`src/rtl/mant_mul_seq_pkg.sv`:
```
// Shared fp-multiplier definitions: limb width, sequencer state encoding and
// the limb-index counter width helper.
package mant_mul_seq_pkg;

  localparam int LIMB_W = 16;

  typedef enum logic [1:0] {
    IDLE  = 2'd0,
    MUL   = 2'd1,
    DRAIN = 2'd2,
    DONE  = 2'd3
  } state_e;

  function automatic int clog2(input int n);
    int r;
    r = 0;
    while ((1 << r) < n) r++;
    return r;
  endfunction

endpackage

```
`src/rtl/mant_mul_seq_v16x16.sv`:
```
// Plain 16x16 unsigned multiplier shared by every limb pair of the sequencer.
module v16x16 (
  input  logic [15:0] a,
  input  logic [15:0] b,
  output logic [31:0] p
);

  assign p = a * b;

endmodule

```
`src/rtl/mant_mul_seq.sv`:
```
// Multi-cycle mantissa multiplier: walks all limb pairs through one v16x16 and
// accumulates shifted partial products. Define MUL_PIPE_EN to register the
// multiplier output ahead of the accumulator (adds a DRAIN state).
module mant_mul_seq
  import mant_mul_seq_pkg::*;
#(
  parameter int NLIMB = 4
) (
  input  logic                      clk,
  input  logic                      rst,
  input  logic                      in_valid,
  output logic                      in_ready,
  input  logic [LIMB_W*NLIMB-1:0]   a,
  input  logic [LIMB_W*NLIMB-1:0]   b,
  output logic                      out_valid,
  input  logic                      out_ready,
  output logic [2*LIMB_W*NLIMB-1:0] p,
  output logic                      busy
);

  localparam int W  = LIMB_W * NLIMB;
  localparam int CW = clog2(NLIMB);
  localparam logic [CW-1:0] LAST = CW'(NLIMB - 1);

  state_e          state_q, state_d;
  logic [W-1:0]    a_q, a_d, b_q, b_d;
  logic [2*W-1:0]  acc_q, acc_d;
  logic [CW-1:0]   i_q, i_d, j_q, j_d;

  logic [15:0]     limb_a, limb_b;
  logic [31:0]     prod;
  logic [CW:0]     ij;
  logic [2*W-1:0]  pp_sh;

  assign limb_a = a_q[LIMB_W*int'(i_q) +: LIMB_W];
  assign limb_b = b_q[LIMB_W*int'(j_q) +: LIMB_W];
  assign ij     = {1'b0, i_q} + {1'b0, j_q};

  v16x16 u_mul (
    .a (limb_a),
    .b (limb_b),
    .p (prod)
  );

`ifdef MUL_PIPE_EN
  logic [31:0]    prod_q, prod_d;
  logic [CW:0]    ij_q, ij_d;
  logic           pv_q, pv_d;

  // Shift is applied after the pipeline register; {ij, 4'b0} is ij * LIMB_W.
  assign pp_sh = {{(2*W-32){1'b0}}, prod_q} << {ij_q, 4'b0000};
`else
  assign pp_sh = {{(2*W-32){1'b0}}, prod} << {ij, 4'b0000};
`endif

  assign in_ready  = (state_q == IDLE);
  assign busy      = (state_q != IDLE);
  assign out_valid = (state_q == DONE);
  assign p         = acc_q;

  always_comb begin
    state_d = state_q;
    a_d     = a_q;
    b_d     = b_q;
    acc_d   = acc_q;
    i_d     = i_q;
    j_d     = j_q;
`ifdef MUL_PIPE_EN
    prod_d  = prod_q;
    ij_d    = ij_q;
    pv_d    = pv_q;
`endif
    case (state_q)
      IDLE: begin
        if (in_valid) begin
          a_d     = a;
          b_d     = b;
          acc_d   = '0;
          i_d     = '0;
          j_d     = '0;
`ifdef MUL_PIPE_EN
          pv_d    = 1'b0;
`endif
          state_d = MUL;
        end
      end
      MUL: begin
`ifdef MUL_PIPE_EN
        if (pv_q) acc_d = acc_q + pp_sh;
        prod_d = prod;
        ij_d   = ij;
        pv_d   = 1'b1;
`else
        acc_d = acc_q + pp_sh;
`endif
        // j is the inner counter; i advances when j wraps.
        if (j_q == LAST) begin
          j_d = '0;
          if (i_q == LAST) begin
            i_d = '0;
`ifdef MUL_PIPE_EN
            state_d = DRAIN;
`else
            state_d = DONE;
`endif
          end else begin
            i_d = i_q + 1'b1;
          end
        end else begin
          j_d = j_q + 1'b1;
        end
      end
      DRAIN: begin
`ifdef MUL_PIPE_EN
        acc_d = acc_q + pp_sh;
        pv_d  = 1'b0;
`endif
        state_d = DONE;
      end
      DONE: begin
        if (out_ready) state_d = IDLE;
      end
      default: state_d = IDLE;
    endcase
  end

  always_ff @(posedge clk) begin
    if (rst) begin
      state_q <= IDLE;
      a_q     <= '0;
      b_q     <= '0;
      acc_q   <= '0;
      i_q     <= '0;
      j_q     <= '0;
`ifdef MUL_PIPE_EN
      prod_q  <= '0;
      ij_q    <= '0;
      pv_q    <= 1'b0;
`endif
    end else begin
      state_q <= state_d;
      a_q     <= a_d;
      b_q     <= b_d;
      acc_q   <= acc_d;
      i_q     <= i_d;
      j_q     <= j_d;
`ifdef MUL_PIPE_EN
      prod_q  <= prod_d;
      ij_q    <= ij_d;
      pv_q    <= pv_d;
`endif
    end
  end

endmodule

```
`config.mk`:
```
export PLATFORM = sky130hd
export DESIGN_NAME = mant_mul_seq
export DESIGN_NICKNAME = d
export VERILOG_FILES = /design/src/rtl/mant_mul_seq_pkg.sv /design/src/rtl/mant_mul_seq_v16x16.sv /design/src/rtl/mant_mul_seq.sv
export SDC_FILE = /design/constraint.sdc
export NUM_CORES = 2
export LEC_CHECK = 0
export ABC_CLOCK_PERIOD_IN_PS = 27000
export BUFFER_PORTS_ARGS = -buffer_cell sky130_fd_sc_hd__buf_2
export CORE_UTILIZATION = 45
export CTS_BUF_LIST = sky130_fd_sc_hd__clkbuf_8 sky130_fd_sc_hd__clkbuf_16
export DETAILED_ROUTE_END_ITERATION = 8
export GPL_TIMING_DRIVEN = 0
export SYNTH_ARGS = -nofsm -noshare
export SYNTH_HDL_FRONTEND = slang
export SYNTH_SLANG_ARGS = --single-unit
```
`constraint.sdc`:
```
create_clock -name clk -period 27 [get_ports clk]
set_clock_uncertainty 0.15 [all_clocks]
set_input_delay 4.05 -clock clk [delete_from_list [all_inputs] [get_ports clk]]
set_output_delay 4.05 -clock clk [all_outputs]
set_load 0.01 [all_outputs]
```
==> impl_metrics.sql <==
INSERT INTO impl_metrics (metric_group, metric, value, unit) VALUES
('setup_path', 'r2r_slack', '13310', 'ps'),
('route', 'number_of_detailed_route_iterations_in_the_first_pass', '6', ''),
('route', 'via_count', '27500', ''),
('grt', 'first_global_vias', '26400', ''),
('finish', 'net_total_in_the_final_layout', '4545', ''),
('sta', 'max_freq', '73.0', 'MHz'),
('place', 'place.gp.congestion', '0.997', ''),
('route', 'drtIter0Drc', '2417', ''),
('clock_network', 'postCtsResizedCells', '0', ''),
('setup_path', 'critical-path-max-stage-delay', '990', 'ps'),
('synthesis', 'yosys_register_bits', '262', ''),
('sta', 'hold_slack', '301', 'ps'),
('grt', 'pin_count_of_the_biggest_net_entering_global_routing', '17', ''),
('setup_path', 'cp_common_cell', 'sky130_fd_sc_hd__fa_1', ''),
('grt', 'grt_antenna_before_repair', '1', ''),
('min_path', 'min_delay_path_depth', '2', ''),
('status', 'run_status', 'finished with violations', ''),
('finish', 'layout.cells.most_common_list', 'sky130_fd_sc_hd__nand2_1 (644), sky130_fd_sc_hd__nor2_1 (373), sky130_fd_sc_hd__a21oi_1 (353)', ''),
('sta', 'timing_worst_slew_pin_value', '1530', 'ps'),
('clock_network', 'path_clk_slew', '60', 'ps'),
('finish', 'layout_commonest_cell', 'sky130_fd_sc_hd__nand2_1', ''),
('finish', 'fraction_of_final_layout_cells_with_drive_strength_greater_than_1', '10.3', '%'),
('route', 'antenna_violating_nets_post_route', '0', ''),
('die', 'ios', '263', ''),
('setup_path', 'cpMaxStageDelayCell', 'sky130_fd_sc_hd__a21oi_1', ''),
('route', 'routed_via_density', '5.74', ''),
('clock_network', 'postCtsSetupRepairBufs', '0', ''),
('clock_network', 'root_buffer', 'sky130_fd_sc_hd__clkbuf_16', ''),
('power_and_ir_drop', 'leakagePower', '14.2', 'nW'),
('setup_path', 'rr_endpoint', 'p[127]$_SDFFE_PP0P_', ''),
('min_path', 'timing.hold.worst.start', 'a_q[62]$_SDFFE_PP0P_', ''),
('sta', 'timing.slew.headroom', '-2.19', '%'),
('synthesis', 'syn_nets', '4247', ''),
('setup_path', 'crit_arrival', '14020', 'ps'),
('clock_network', 'ctsLongestPathBuffers', '3', ''),
('sta', 'final_max_slew_viol_count', '10', ''),
('setup_path', 'crit_path_start', 'j_q[0]$_SDFFE_PP0P_', ''),
('power_and_ir_drop', 'power_density', '51.9', 'nW/um2'),
('synthesis', 'synth_cell_type_count', '87', ''),
('synthesis', 'synth_edf_count', '0', ''),
('synthesis', 'yosysWarnings', '0', ''),
('synthesis', 'average_cell_area_after_synthesis', '7.56', 'um2'),
('setup_path', 'critical_path.max_fanout', '10', ''),
('status', 'violations', 'capacitance limit, slew limit', ''),
('sta', 'setup_total_negative_slack', '0', 'ps'),
('sta', 'final_min_period_over_clock_period', '50.7', '%'),
('clock_network', 'cts_max_level', '1', ''),
('die', 'rows', '90', ''),
('setup_path', 'setup.worst_path.class', 'flop to flop', ''),
('die', 'starting_utilization_of_the_core_area', '45.8', '%'),
('synthesis', 'synth-seq-area-share', '18.9', '%'),
('clock_network', 'tritoncts', 'yes', ''),
('min_path', 'hp-class', 'flop to flop', ''),
('min_path', 'worstHoldEndpoint', 'a_q[62]$_SDFFE_PP0P_', ''),
('route', 'routed_wire_length_per_instance', '21.6', 'um'),
('sta', 'setup_viol', '0', ''),
('synthesis', 'netlist_instances', '3681', ''),
('grt', 'globalRouteTotalUtil', '32.7', '%'),
('sta', 'hold_violations', '0', ''),
('synthesis', 'synthArstFlopShare', '0', '%'),
('power_and_ir_drop', 'worst_ir_drop_vdd', '57.8', 'uV'),
('flow_run', 'drv_cap', '2', ''),
('clock_network', 'cts-buffers-inserted', '31', ''),
('setup_path', 'r2r.worst_path.cells', '41', ''),
('place', 'hpwl', '84800', 'um'),
('clock_network', 'cts.sink_count', '262', ''),
('finish', 'area.growth.synth_to_final', '12.0', '%'),
('synthesis', 'syn-cell-area', '27800', 'um2'),
('setup_path', 'start_kind', 'flop', ''),
('sta', 'final_period_demand_of_the_worst_path', '13690', 'ps'),
('sta', 'grt_setup_unrepaired', 'no', '');
[kinds of logic (layout without fill, tap and decap cells)]
kind of cell | Yosys count | after routing | synth area share (%)
AND/OR/NAND/NOR | 1330 | 1330 | 20.6
adder cells (fa/ha/maj) | 434 | 434 | 24.8
multiplexers | 57 | 57 | 3.06
AO/OA/AOI/OAI | 942 | 942 | 21.2
buffers and inverters | 514 | 836 | 7.04
flip-flops | 262 | 262 | 18.9
XOR/XNOR | 142 | 142 | 4.47
[metrics by stage]
step	utilization (%)	cells	instance area [um2]	worst slack, ps	total power, W
2_1_floorplan	-	3681	27800	16760	0.000898
3_3_place_gp	49.6	4725	30100	13620	0.00118
3_5_place_dp	49.7	4728	30100	13690	0.00118
4_1_cts	51.3	4785	31100	13590	0.00161
5_1_grt	51.3	4785	31100	12920	0.00170
6_report	51.3	4785	31100	13310	0.00162
[sequential cells by signal, indices dropped and copies added, names as in the netlist]
signal and count:
i_q 2, b_q 64, state_q 2, j_q 2
p 128, a_q 64
[cell usage after synthesis, types with 15 or more instances]
cell	number	area, um2
sky130_fd_sc_hd__a21o_1	100	751
sky130_fd_sc_hd__a21oi_1	353	1770
sky130_fd_sc_hd__a22oi_1	61	458
sky130_fd_sc_hd__a31oi_1	27	169
sky130_fd_sc_hd__and2_1	51	319
sky130_fd_sc_hd__and3_1	15	93.8
sky130_fd_sc_hd__buf_2	15	75.1
sky130_fd_sc_hd__clkbuf_1	182	683
sky130_fd_sc_hd__dfxtp_1	262	5250
sky130_fd_sc_hd__fa_1	196	3920
sky130_fd_sc_hd__ha_1	238	2980
sky130_fd_sc_hd__inv_1	301	1130
sky130_fd_sc_hd__mux2_2	15	169
sky130_fd_sc_hd__mux2i_1	21	210
sky130_fd_sc_hd__mux4_2	21	473
sky130_fd_sc_hd__nand2_1	644	2420
sky130_fd_sc_hd__nand2b_1	18	113
sky130_fd_sc_hd__nand3_1	35	175
sky130_fd_sc_hd__nand4_1	65	407
sky130_fd_sc_hd__nor2_1	373	1400
sky130_fd_sc_hd__nor2b_1	31	194
sky130_fd_sc_hd__nor3_1	44	220
sky130_fd_sc_hd__o21a_1	24	180
sky130_fd_sc_hd__o21ai_0	161	806
sky130_fd_sc_hd__o21ai_1	34	170
sky130_fd_sc_hd__o21bai_1	41	308
sky130_fd_sc_hd__xnor2_1	79	692
sky130_fd_sc_hd__xor2_1	63	552
[per-layer routing]
layer | GRT usage [%] | part of all wire [%]
met5 | 0 | 0.013
met2 | 51.6 | 44
met4 | 11.1 | 3.9
met1 | 45.9 | 45
met3 | 3.95 | 6.9
[critical path, delay by kind of cell, from the launching register on]
family,cells,cell delay (ps)
AO/OA/AOI/OAI,13,4870
adder cells (fa/ha/maj),8,3720
flip-flops,1,360
buffers and inverters,8,1880
multiplexers,1,410
AND/OR/NAND/NOR,9,1650
XOR/XNOR,2,480
[worst max-delay path by stage]
stage                                     end  slack [ps]  cells after the start
final                     p[127]$_SDFFE_PP0P_       13310                     41
after global routing      p[127]$_SDFFE_PP0P_       12920                     41
after CTS                 p[127]$_SDFFE_PP0P_       13590                     41
after detailed placement  p[127]$_SDFFE_PP0P_       13690                     41
after global placement    p[127]$_SDFFE_PP0P_       13620                     41
after floorplan           p[115]$_SDFFE_PP0P_       16760                     40
[power by group]
| group | switching [W] | internal [W] |
|---|---|---|
| Clock | 0.000184 | 0.000237 |
| Combinational | 0.000534 | 0.000215 |
| Sequential | 0.0000227 | 0.000423 |
[layout make-up]
type,instances,area (um2)
well taps,782,978
flip-flops and latches,262,5250
clock buffers,34,817
inverters,302,1130
plain buffers,212,823
repair buffers,265,1350
fillers,6166,29500
clock inverters,23,186
multi-input cells,2905,20600
Power figures use the tool's default switching activity.
